### config.mk
export PLATFORM = sky130hd
export DESIGN_NAME = uart_tx_tick
export DESIGN_NICKNAME = d
export VERILOG_FILES = /design/src/rtl/uart_tx_tick.sv
export SDC_FILE = /design/constraint.sdc
export NUM_CORES = 1
export LEC_CHECK = 0
export CAP_MARGIN = 30
export CORE_UTILIZATION = 57
export CTS_BUF_LIST = sky130_fd_sc_hd__clkbuf_4
export DETAILED_ROUTE_END_ITERATION = 6
export HOLD_SLACK_MARGIN = 0.08
export PLACE_DENSITY = 0.95
export SYNTH_ARGS = -nofsm -noshare
export SYNTH_HDL_FRONTEND = slang
export SYNTH_SLANG_ARGS = --single-unit
### constraint.sdc
create_clock -name clk -period 3.2 [get_ports clk]
set_input_delay 0.64 -clock clk [delete_from_list [all_inputs] [get_ports clk]]
set_output_delay 0.64 -clock clk [all_outputs]
set_load 0.05 [all_outputs]
### src/rtl/uart_tx_tick.sv
// Tick-paced UART transmitter: one frame (start, DATA_BITS LSB-first, optional parity,
// STOP_BITS stop bits) per valid/ready handshake, each bit lasting one tick period.
module uart_tx_tick #(
    parameter int DATA_BITS = 8,
    parameter int PARITY    = 0,
    parameter int STOP_BITS = 1
) (
    input  logic                 clk,
    input  logic                 rst,
    input  logic                 tick,
    input  logic [DATA_BITS-1:0] tx_data,
    input  logic                 tx_valid,
    output logic                 tx_ready,
    output logic                 tx_out,
    output logic                 busy,
    output logic                 done
);

    localparam int IDX_W = (DATA_BITS > 1) ? $clog2(DATA_BITS) : 1;
    localparam logic [IDX_W-1:0] LAST_IDX = IDX_W'(DATA_BITS - 1);
    localparam logic STOP_LAST = (STOP_BITS == 2) ? 1'b1 : 1'b0;

    typedef enum logic [2:0] {
        S_IDLE   = 3'd0,
        S_ARM    = 3'd1,
        S_START  = 3'd2,
        S_DATA   = 3'd3,
        S_PARITY = 3'd4,
        S_STOP   = 3'd5
    } state_e;

    // Even parity is the XOR of the payload; odd parity is its inverse.
    function automatic logic calc_parity(input logic [DATA_BITS-1:0] data);
        logic p;
        p = ^data;
        if (PARITY == 2) begin
            p = ~p;
        end else begin
            p = p;
        end
        return p;
    endfunction

    state_e               state_q, state_d;
    logic [DATA_BITS-1:0] shift_q, shift_d;
    logic [IDX_W-1:0]     bit_idx_q, bit_idx_d;
    logic                 stop_cnt_q, stop_cnt_d;
    logic                 par_q, par_d;
    logic                 tx_out_q, tx_out_d;
    logic                 done_q, done_d;

    // Next-state and next-output logic; every transition after the handshake waits for tick.
    always_comb begin
        state_d    = state_q;
        shift_d    = shift_q;
        bit_idx_d  = bit_idx_q;
        stop_cnt_d = stop_cnt_q;
        par_d      = par_q;
        tx_out_d   = tx_out_q;
        done_d     = 1'b0;
        case (state_q)
            S_IDLE: begin
                tx_out_d = 1'b1;
                if (tx_valid) begin
                    shift_d    = tx_data;
                    par_d      = calc_parity(tx_data);
                    bit_idx_d  = '0;
                    stop_cnt_d = 1'b0;
                    state_d    = S_ARM;
                end else begin
                    state_d = S_IDLE;
                end
            end
            // Waiting here puts the start bit on a tick boundary so it lasts a full bit time.
            S_ARM: begin
                tx_out_d = 1'b1;
                if (tick) begin
                    state_d  = S_START;
                    tx_out_d = 1'b0;
                end else begin
                    state_d = S_ARM;
                end
            end
            S_START: begin
                if (tick) begin
                    state_d   = S_DATA;
                    tx_out_d  = shift_q[0];
                    bit_idx_d = '0;
                end else begin
                    state_d = S_START;
                end
            end
            S_DATA: begin
                if (tick) begin
                    if (bit_idx_q < LAST_IDX) begin
                        shift_d   = shift_q >> 1;
                        bit_idx_d = bit_idx_q + 1'b1;
                        tx_out_d  = shift_q[1];
                    end else if (PARITY != 0) begin
                        state_d  = S_PARITY;
                        tx_out_d = par_q;
                    end else begin
                        state_d    = S_STOP;
                        tx_out_d   = 1'b1;
                        stop_cnt_d = 1'b0;
                    end
                end else begin
                    state_d = S_DATA;
                end
            end
            S_PARITY: begin
                if (tick) begin
                    state_d    = S_STOP;
                    tx_out_d   = 1'b1;
                    stop_cnt_d = 1'b0;
                end else begin
                    state_d = S_PARITY;
                end
            end
            S_STOP: begin
                tx_out_d = 1'b1;
                if (tick) begin
                    if (stop_cnt_q == STOP_LAST) begin
                        state_d    = S_IDLE;
                        done_d     = 1'b1;
                        stop_cnt_d = 1'b0;
                    end else begin
                        stop_cnt_d = 1'b1;
                    end
                end else begin
                    state_d = S_STOP;
                end
            end
            default: begin
                state_d    = S_IDLE;
                tx_out_d   = 1'b1;
                shift_d    = '0;
                bit_idx_d  = '0;
                stop_cnt_d = 1'b0;
                par_d      = 1'b0;
            end
        endcase
    end

    // State and datapath registers with synchronous reset that abandons any partial frame.
    always_ff @(posedge clk) begin
        if (rst) begin
            state_q    <= S_IDLE;
            shift_q    <= '0;
            bit_idx_q  <= '0;
            stop_cnt_q <= 1'b0;
            par_q      <= 1'b0;
            tx_out_q   <= 1'b1;
            done_q     <= 1'b0;
        end else begin
            state_q    <= state_d;
            shift_q    <= shift_d;
            bit_idx_q  <= bit_idx_d;
            stop_cnt_q <= stop_cnt_d;
            par_q      <= par_d;
            tx_out_q   <= tx_out_d;
            done_q     <= done_d;
        end
    end

    assign tx_ready = (state_q == S_IDLE);
    assign busy     = (state_q != S_IDLE);
    assign tx_out   = tx_out_q;
    assign done     = done_q;

endmodule

==> metrics.cfg, run 1 <==
[outcome]
status=completed

[layout]
nets=130
drive_gt1_frac=0.0517
design_area_um2=1030
diodes=0
area_growth_pct=17.4

[min_path]
hold_class=flip-flop to flip-flop
hp-start=shift_q[0]

[power]
finalPower_mw=0.439
peakVddDrop_mv=0.240
p_leak_nw=0.335
power_density_nw_per_um2=426

[clock_tree]
cts_tree=built
cts_buffers=3
cts_hold_buf=0
path_clk_slew_ns=0.10
clockBufferDepth=2
clkLatencyLatePin_ns=0.30
cts.sinks=16
cts_root_buffer=clkbuf_4
htree_levels=1
post_cts_buffers=0
cts_resized=0

[setup_path]
setup.worst_path.start=state_q[2]
arrival_ns=2.06
r2r_start=state_q[2]
path_class=flip-flop to output port
cp-end-kind=output port
cp_max_fo=22
worst_setup_path_start_kind=flip-flop
crit_required_ns=2.56

[synthesis]
synth_area_per_cell_um2=8.27
syn-num-nets=119
yosysSeqAreaShare=0.365
syn_inst=106
synth_ff_type=dfxtp_1
ys_warn_count=0
yosys.area.top_type=dfxtp_1
yosys.area.top_type_share=0.365
synthArstFlopShare=0
synth-edff-count=0
synth.cell_area_um2=877
ys_seq_elements=16
synth_cell_types=35
synth.area.top_cells=dfxtp_1 (37%), a21oi_1 (6.8%), a22oi_1 (6.0%)

[die]
start_util=0.642
die_area_um2=1700
die_h_um=41.2
coreArea_um2=1370
rows=13
fp.dieW_um=41.2
num_io_pins=16

[sta]
rsz0062_at_grt=false
tightest_slew_ns=0.701
hold_violations=0
min_period_ns=2.70
slew_headroom=0.531
slew_viol_final=0
clock_skew_ns=0.00469
fmax_mhz=371
whs_ns=0.483
setup_viol=0
period_share=0.843
setup_ws_ns=0.503
finalSetupTns_ns=0

[route]
drcViolationCount=0
wl_mm=1.90
dr_total_vias=869
antenna_left=0
first_pass_iters=4
avgViaCountPerCell=6.63
drt-wirelength-per-cell_um=14.5
drt_iter0_drc=37

[global_routing]
grt_pass1_vias=644
grt_usage=0.249
grt_pass1_wl_mm=2.68
grt_antenna_before_repair=0
grt_max_degree=23
overflow=0

[placement]
hpwl_mm=1.28
pre_cts_slack_ns=0.691
dpl_cell_area_um2=1000
port_buffers=15
globalplace.congestion=0.672

[flow_run]
cap_violations=0

[Yosys cell counts, types with 2 or more instances]
cell type and count:
a21oi_1 12, nor3_1 5, dfxtp_1 16, a22oi_1 7
inv_1 4, or4_1 7, clkbuf_1 6, nor2_1 9
nand2b_1 3, nor4b_1 2, o21ai_0 9, mux2i_1 3
[through the flow]
step                      cells   util
after global placement      127  0.734
after detailed placement    127  0.734
after CTS                   131  0.754
after global routing        131  0.754
after floorplan             106      -
final                       131  0.754
[where the power goes]
group | total (mW) | switching [mW] | leakage (nW) | internal (mW)
Clock | 0.117 | 0.0715 | 0.0154 | 0.0456
Combinational | 0.101 | 0.0545 | 0.189 | 0.0461
Sequential | 0.221 | 0.0116 | 0.130 | 0.210
[routing by layer]
layer,global-route usage,vias to the layer above,share of wire
li1,-,423,-
met1,0.310,406,0.45
met2,0.395,34,0.47
met3,0.0489,6,0.062
met4,0.145,0,0.021
met5,0,-,0
[layout by cell type (no fill, tap or decap), drive strengths merged, types with 3 or more instances in the layout]
| master | Yosys | final |
|---|---|---|
| a21oi | 12 | 12 |
| nor3 | 5 | 5 |
| clkbuf | 6 | 3 |
| a22oi | 7 | 7 |
| dfxtp | 16 | 16 |
| nand2b | 3 | 3 |
| o21ai | 9 | 9 |
| mux2i | 3 | 3 |
| inv | 4 | 4 |
| clkdlybuf4s50 | 0 | 15 |
| nor2 | 9 | 9 |
| or4 | 7 | 7 |
[critical path: stages (launching register included)]
cell and delay (ns):
dfxtp_1 0.71, nor3_1 0.16, inv_1 0.09, clkdlybuf4s50_1 0.79
[path summary, 6_finish.rpt]
check                to  slack (ns)  depth (start not counted)
max                busy        0.50                          3
min          shift_q[0]        0.48                          2
max reg2reg  shift_q[1]        1.17                          4
min reg2reg  shift_q[0]        0.48                          2
[registers in the layout, indices dropped and copies added, names as in the netlist]
name and cells:
shift_q 8, bit_idx_q 3, state_q 3, done 1, tx_out 1
[logic make-up (layout without fill, tap and decap cells)]
group                      Yosys count  in the layout  synth area share
AOI/OAI and AO/OA                   38             38             0.280
adders and majority gates            1              1            0.0143
buffers and inverters               13             23            0.0656
DFF                                 16             16             0.365
muxes                                3              3            0.0342
and+or+nand+nor                     35             35             0.241
[cell type report]
cell class | count | area, um2
Clock buffer | 3 | 22.5
Clock inverter | 1 | 3.75
Sequential cell | 16 | 320
Multi-Input combinational cell | 77 | 499
Inverter | 4 | 15.0
Timing Repair Buffer | 15 | 150
Tap cell | 15 | 18.8
Fill cell | 117 | 337
Note: power is estimated with default switching activity, not from simulation.
==> inputs of run 2 (changes only) <==
--- a/config.mk
+++ b/config.mk
@@ -6,11 +6,11 @@
 export NUM_CORES = 1
 export LEC_CHECK = 0
 export CAP_MARGIN = 30
-export CORE_UTILIZATION = 57
+export CORE_UTILIZATION = 53
 export CTS_BUF_LIST = sky130_fd_sc_hd__clkbuf_4
 export DETAILED_ROUTE_END_ITERATION = 6
 export HOLD_SLACK_MARGIN = 0.08
-export PLACE_DENSITY = 0.95
+export PLACE_DENSITY = 0.9
 export SYNTH_ARGS = -nofsm -noshare
 export SYNTH_HDL_FRONTEND = slang
 export SYNTH_SLANG_ARGS = --single-unit
==> constraint.sdc (replaced) <==
create_clock -name clk -period 2.8 [get_ports clk]
set_input_delay 0.56 -clock clk [delete_from_list [all_inputs] [get_ports clk]]
set_output_delay 0.56 -clock clk [all_outputs]
set_load 0.05 [all_outputs]
==> run 2 against run 1 <==
Sequential power rose by 15%; total power rose by 13%; core utilization fell by 6.9 points; highest routed layer unchanged; sequential share of layout area fell by 0.41 points; via count fell by 3.2%; first-iteration DRC count fell by 8.1%.
==> metrics.cfg, run 2 (same netlist as run 1, synthesis figures left out) <==
[die]
fp.dieW_um=42.7  ; was 41.2 um
die_area_um2=1820  ; was 1700 um2
coreArea_um2=1520  ; was 1370 um2
die_h_um=42.7  ; was 41.2 um
rows=14  ; was 13
start_util=0.576  ; was 0.642
num_io_pins=16  ; unchanged

[min_path]
hold_class=flip-flop to flip-flop  ; unchanged

[layout]
drive_gt1_frac=0.0684  ; was 0.0517
area_growth_pct=19.0  ; was 17.4%
largestRegisters=shift_q x8, bit_idx_q x3, state_q x3  ; unchanged
diodes=0  ; unchanged
largest_reg_flops=8  ; unchanged
layout_common_cells=dfxtp_1 (16), clkdlybuf4s50_1 (15), a21oi_1 (12)  ; unchanged
nets=131  ; was 130
regMostFlops=shift_q  ; unchanged
final_common_cell=dfxtp_1  ; unchanged

[clock_tree]
cts_buffers=3  ; unchanged
cts.sinks=16  ; unchanged
cts_root_buffer=clkbuf_4  ; unchanged
htree_levels=1  ; unchanged
clockBufferDepth=2  ; unchanged
path_clk_slew_ns=0.10  ; about the same
cts_resized=0  ; unchanged
cts_tree=built  ; unchanged
cts_hold_buf=0  ; unchanged
clkLatencyLatePin_ns=0.29  ; was 0.30 ns
post_cts_buffers=0  ; unchanged

[setup_path]
cp-end-kind=output port  ; unchanged
path_cells=nor3_2 > inv_1 > clkdlybuf4s50_1  ; was nor3_1 > inv_1 > clkdlybuf4s50_1
arrival_ns=1.88  ; was 2.06 ns
crit_family=buffers and inverters  ; unchanged
critPathMaxStageDelay_ns=0.79  ; about the same
crit_required_ns=2.24  ; was 2.56 ns
worst_setup_path_start_kind=flip-flop  ; unchanged
cpMaxStageDelayCell=clkdlybuf4s50_1  ; unchanged
crit_buf_inv=2  ; unchanged
cp_max_fo=14  ; was 22
path_class=flip-flop to output port  ; unchanged

[sta]
slew_headroom=0.530  ; was 0.531
rsz0062_at_grt=false  ; unchanged
finalSetupTns_ns=0  ; unchanged
slew_viol_final=0  ; unchanged
min_period_ns=2.44
clock_skew_ns=0.00369  ; was 0.00469 ns
fmax_mhz=409
tightest_slew_ns=0.702  ; was 0.701 ns
hold_violations=0  ; unchanged
whs_ns=0.485  ; was 0.483 ns
setup_ws_ns=0.356  ; was 0.503 ns
setup_viol=0  ; unchanged
period_share=0.873

[route]
wl_mm=1.87  ; was 1.90 mm
avgViaCountPerCell=6.32  ; was 6.63
drt-wirelength-per-cell_um=14.0  ; was 14.5 um
drcViolationCount=0  ; unchanged
dr_total_vias=841  ; was 869
antenna_left=0  ; unchanged
first_pass_iters=4  ; unchanged
drt_iter0_drc=34  ; was 37

[flow_run]
cap_violations=0  ; unchanged

[power]
p_leak_nw=0.341  ; was 0.335 nW
peakVddDrop_mv=0.377  ; was 0.240 mV
power_density_nw_per_um2=476  ; was 426 nW/um2

[global_routing]
grt_pass1_wl_mm=3.17  ; was 2.68 mm
grt_max_degree=22  ; was 23
grt_antenna_before_repair=0  ; unchanged
overflow=0  ; unchanged
grt_pass1_vias=758  ; was 644
grt_usage=0.231  ; was 0.249

[placement]
globalplace.congestion=0.801  ; was 0.672
hpwl_mm=1.27  ; was 1.28 mm
pre_cts_slack_ns=0.372  ; was 0.691 ns
port_buffers=15  ; unchanged

[outcome]
status=completed  ; unchanged

## run 2: power breakdown
group | leakage [nW] | internal [mW] | switching, mW
sequential | 0.130 | 0.240 | 0.0140
combinational | 0.195 | 0.0534 | 0.0616
clock | 0.0154 | 0.0519 | 0.0762
## run 2: cell type report
class                      instances  area, um2
tap                               16       20.0
timing repair buffer              16        158
sequential                        16        320
fill                             125        480
clock inverter                     1       3.75
inverter                           4       15.0
clock buffer                       3       22.5
multi-input combinational         77        504
## run 2: worst paths after layout
path               from    endpoint  slack [ns]  cells after the start
max          state_q[1]        busy        0.36                      3
min          shift_q[7]  shift_q[7]        0.48                      2
max reg2reg  state_q[1]  shift_q[5]        0.80                      4
min reg2reg  shift_q[7]  shift_q[7]        0.48                      2
## run 2: tightest hold or removal path: cells and delay by family, from the launching register on
family,cells,cell delay (ns)
compound gates,2,0.13
flops,1,0.32
## run 2: layer usage
| metal | up-vias | GRT usage | share of wire |
|---|---|---|---|
| li1 | 425 | - | - |
| met5 | - | 0 | 0 |
| met2 | 21 | 0.364 | 0.48 |
| met1 | 391 | 0.287 | 0.47 |
| met3 | 4 | 0.0681 | 0.039 |
| met4 | 0 | 0.113 | 0.013 |
## run 2: stage by stage
stage	instances	area (um2)	power, mW	util
after floorplan	106	882	0.338	-
after global placement	129	1020	0.369	0.667
after detailed placement	129	1020	0.373	0.667
after CTS	133	1040	0.499	0.685
after global routing	133	1040	0.526	0.685
final	133	1040	0.497	0.685
==> inputs of run 3 (changes only) <==
--- a/config.mk
+++ b/config.mk
@@ -5,12 +5,14 @@
 export SDC_FILE = /design/constraint.sdc
 export NUM_CORES = 1
 export LEC_CHECK = 0
+export ABC_AREA = 1
 export CAP_MARGIN = 30
-export CORE_UTILIZATION = 53
+export CORE_UTILIZATION = 54
 export CTS_BUF_LIST = sky130_fd_sc_hd__clkbuf_4
 export DETAILED_ROUTE_END_ITERATION = 6
 export HOLD_SLACK_MARGIN = 0.08
 export PLACE_DENSITY = 0.9
+export SKIP_CTS_REPAIR_TIMING = 1
 export SYNTH_ARGS = -nofsm -noshare
 export SYNTH_HDL_FRONTEND = slang
 export SYNTH_SLANG_ARGS = --single-unit
==> run 3 against run 2 <==
Wire length up 7.8%; cell count up 39%; total power rose by 26%; critical path depth rose by 1; core utilization increased by 3.0 points; non-clock buffer count is 1 lower; worst setup slack got worse by 0.20 ns; worst hold slack improved by 0.014 ns; clock skew hardly changed; sequential cell count unchanged; synthesized cell count is 44% higher; critical endpoint is now tx_ready; largest cell class unchanged.
==> metrics.cfg, run 3 <==
[synthesis]
synth_area_per_cell_um2=6.21  ; was 8.27 um2
synth.most_common_cell=nand2_1  ; was dfxtp_1
yosys.area.top_type_share=0.337  ; was 0.365
synth.cell_area_um2=950  ; was 877 um2
syn_inst=153  ; was 106
synth.area.top_cells=dfxtp_1 (34%), nand2_1 (23%), nor2_1 (6.3%)  ; was dfxtp_1 (37%), a21oi_1 (6.8%), a22oi_1 (6.0%)
yosys.area.top_type=dfxtp_1  ; unchanged
yosysSeqAreaShare=0.337  ; was 0.365
syn-num-nets=166  ; was 119
synth_cell_types=20  ; was 35
ys_seq_elements=16  ; unchanged
synthArstFlopShare=0  ; unchanged
ys_warn_count=0  ; unchanged
synth_ff_type=dfxtp_1  ; unchanged
synth.top_cells.by_count=nand2_1 (59), dfxtp_1 (16), nor2_1 (16)  ; was dfxtp_1 (16), a21oi_1 (12), nor2_1 (9), o21ai_0 (9)
synth-edff-count=0  ; unchanged

[die]
num_io_pins=16  ; unchanged
die_h_um=43.9  ; was 42.7 um
fp.dieW_um=43.9  ; was 42.7 um
rows=14  ; unchanged
coreArea_um2=1580  ; was 1520 um2
die_area_um2=1930  ; was 1820 um2
start_util=0.602  ; was 0.576

[route]
first_pass_iters=6  ; was 4
drcViolationCount=0  ; unchanged
wl_mm=2.01  ; was 1.87 mm
dr_total_vias=959  ; was 841
antenna_left=0  ; unchanged
avgViaCountPerCell=5.18  ; was 6.32
drt-wirelength-per-cell_um=10.9  ; was 14.0 um
drt_iter0_drc=31  ; was 34

[global_routing]
grt_usage=0.237  ; was 0.231
grt_antenna_before_repair=0  ; unchanged
overflow=0  ; unchanged
grt_pass1_wl_mm=3.39  ; was 3.17 mm
grt_pass1_vias=875  ; was 758
grt_max_degree=17  ; was 22

[clock_tree]
cts_tree=built  ; unchanged
clockBufferDepth=2  ; unchanged
clkLatencyLatePin_ns=0.29  ; about the same
cts_root_buffer=clkbuf_4  ; unchanged
cts_buffers=3  ; unchanged
cts.sinks=16  ; unchanged
htree_levels=1  ; unchanged
path_clk_slew_ns=0.10  ; about the same

[power]
peakVddDrop_mv=0.323  ; was 0.377 mV
power_density_nw_per_um2=554  ; was 476 nW/um2
p_leak_nw=0.542  ; was 0.341 nW

[layout]
finalNonFillerCells=185  ; was 133
diodes=0  ; unchanged
final_common_cell=nand2_1  ; was dfxtp_1
regMostFlops=shift_q  ; unchanged
drive_gt1_frac=0.124  ; was 0.0684
post-route-util=0.714  ; was 0.685
design_area_um2=1130  ; was 1040 um2
largestRegisters=shift_q x8, bit_idx_q x3, state_q x3  ; unchanged
layout_common_cells=nand2_1 (59), nor2_1 (16), dfxtp_1 (16)  ; was dfxtp_1 (16), clkdlybuf4s50_1 (15), a21oi_1 (12)
nets=183  ; was 131
area_growth_pct=18.6  ; was 19.0%
largest_reg_flops=8  ; unchanged

[setup_path]
crit_required_ns=2.24  ; about the same
path_class=flip-flop to output port  ; unchanged
worst_setup_path_start_kind=flip-flop  ; unchanged
cp_max_fo=10  ; was 14
cp-end-kind=output port  ; unchanged
arrival_ns=2.08  ; was 1.88 ns

[outcome]
status=completed  ; unchanged

[sta]
finalSetupTns_ns=0  ; unchanged
period_share=0.943  ; was 0.873
hold_violations=0  ; unchanged
setup_viol=0  ; unchanged
fmax_mhz=379  ; was 409 MHz
min_period_ns=2.64  ; was 2.44 ns
tightest_slew_ns=0.490  ; was 0.702 ns
rsz0062_at_grt=false  ; unchanged
slew_viol_final=0  ; unchanged
slew_headroom=0.673  ; was 0.530
clock_skew_ns=0.00353  ; was 0.00369 ns

[placement]
dpl.cell_count=181  ; was 129
hpwl_mm=1.51  ; was 1.27 mm
port_buffers=15  ; unchanged
dpl_cell_area_um2=1100  ; was 1020 um2
globalplace.congestion=0.877  ; was 0.801

[min_path]
hold_class=flip-flop to flip-flop  ; unchanged

[flow_run]
cap_violations=0  ; unchanged

-- run 3: changes by cell type after synthesis, moves of 6 or more --
cell / change
nand2_1: +58
nor2_1: +7
a21oi_1: -8
a22oi_1: -7
nor2_2: +8
or4_1: -7
clkbuf_1: -6
inv_1: +10
-- run 3: logic make-up (layout without fill, tap and decap cells) --
group                      count (synthesis)  count (layout)  share of synthesized area
and+or+nand+nor                          102             102                      0.487
DFF                                       16              16                      0.337
buffers and inverters                     21              37                     0.0922
AOI/OAI and AO/OA                         13              13                     0.0698
adders and majority gates                  1               1                     0.0132
-- run 3: worst max-delay path: stages (launching register included) --
cell and delay, ns:
dfxtp_1 0.51, nor2_1 0.12, nand2_1 0.11, clkinv_1 0.26
clkdlybuf4s50_1 0.79
-- run 3: path summary, 6_finish.rpt --
path,cells past startpoint,endpoint,from,slack [ns]
setup / recovery,4,tx_ready,state_q[0],0.16
hold / removal,2,shift_q[5],shift_q[5],0.50
setup reg to reg,7,shift_q[6],state_q[2],1.22
hold reg to reg,2,shift_q[5],shift_q[5],0.50
-- run 3: report_power, final --
group	internal (mW)	total, mW	switching [mW]
combinational	0.0776	0.217	0.139
clock	0.0519	0.130	0.0777
sequential	0.256	0.277	0.0209
total	0.386	0.624	0.238
-- run 3: area by class of cell --
| class | instances | area (um2) |
|---|---|---|
| Fill cell | 142 | 450 |
| Tap cell | 16 | 20.0 |
| Timing Repair Buffer | 15 | 150 |
| Multi-Input combinational cell | 116 | 542 |
| Clock inverter | 1 | 3.75 |
| Inverter | 18 | 67.6 |
| Sequential cell | 16 | 320 |
| Clock buffer | 3 | 22.5 |
-- run 3: per-layer routing --
layer / share of wire / vias to the layer above / track usage
li1: - / 507 / -
met1: 0.47 / 429 / 0.287
met2: 0.49 / 19 / 0.400
met3: 0.031 / 4 / 0.0417
met4: 0.013 / 0 / 0.121
met5: 0 / - / 0
-- run 3: through the flow --
| stage | total power [mW] | worst slack, ns | hold WS [ns] |
|---|---|---|---|
| after floorplan | 0.447 | 0.703 | 0.459 |
| after CTS | 0.629 | 0.163 | 0.503 |
| after global placement | 0.490 | 0.526 | 0.469 |
| after detailed placement | 0.498 | 0.498 | 0.476 |
| after global routing | 0.668 | 0.0268 | 0.526 |
| final | 0.624 | 0.160 | 0.498 |
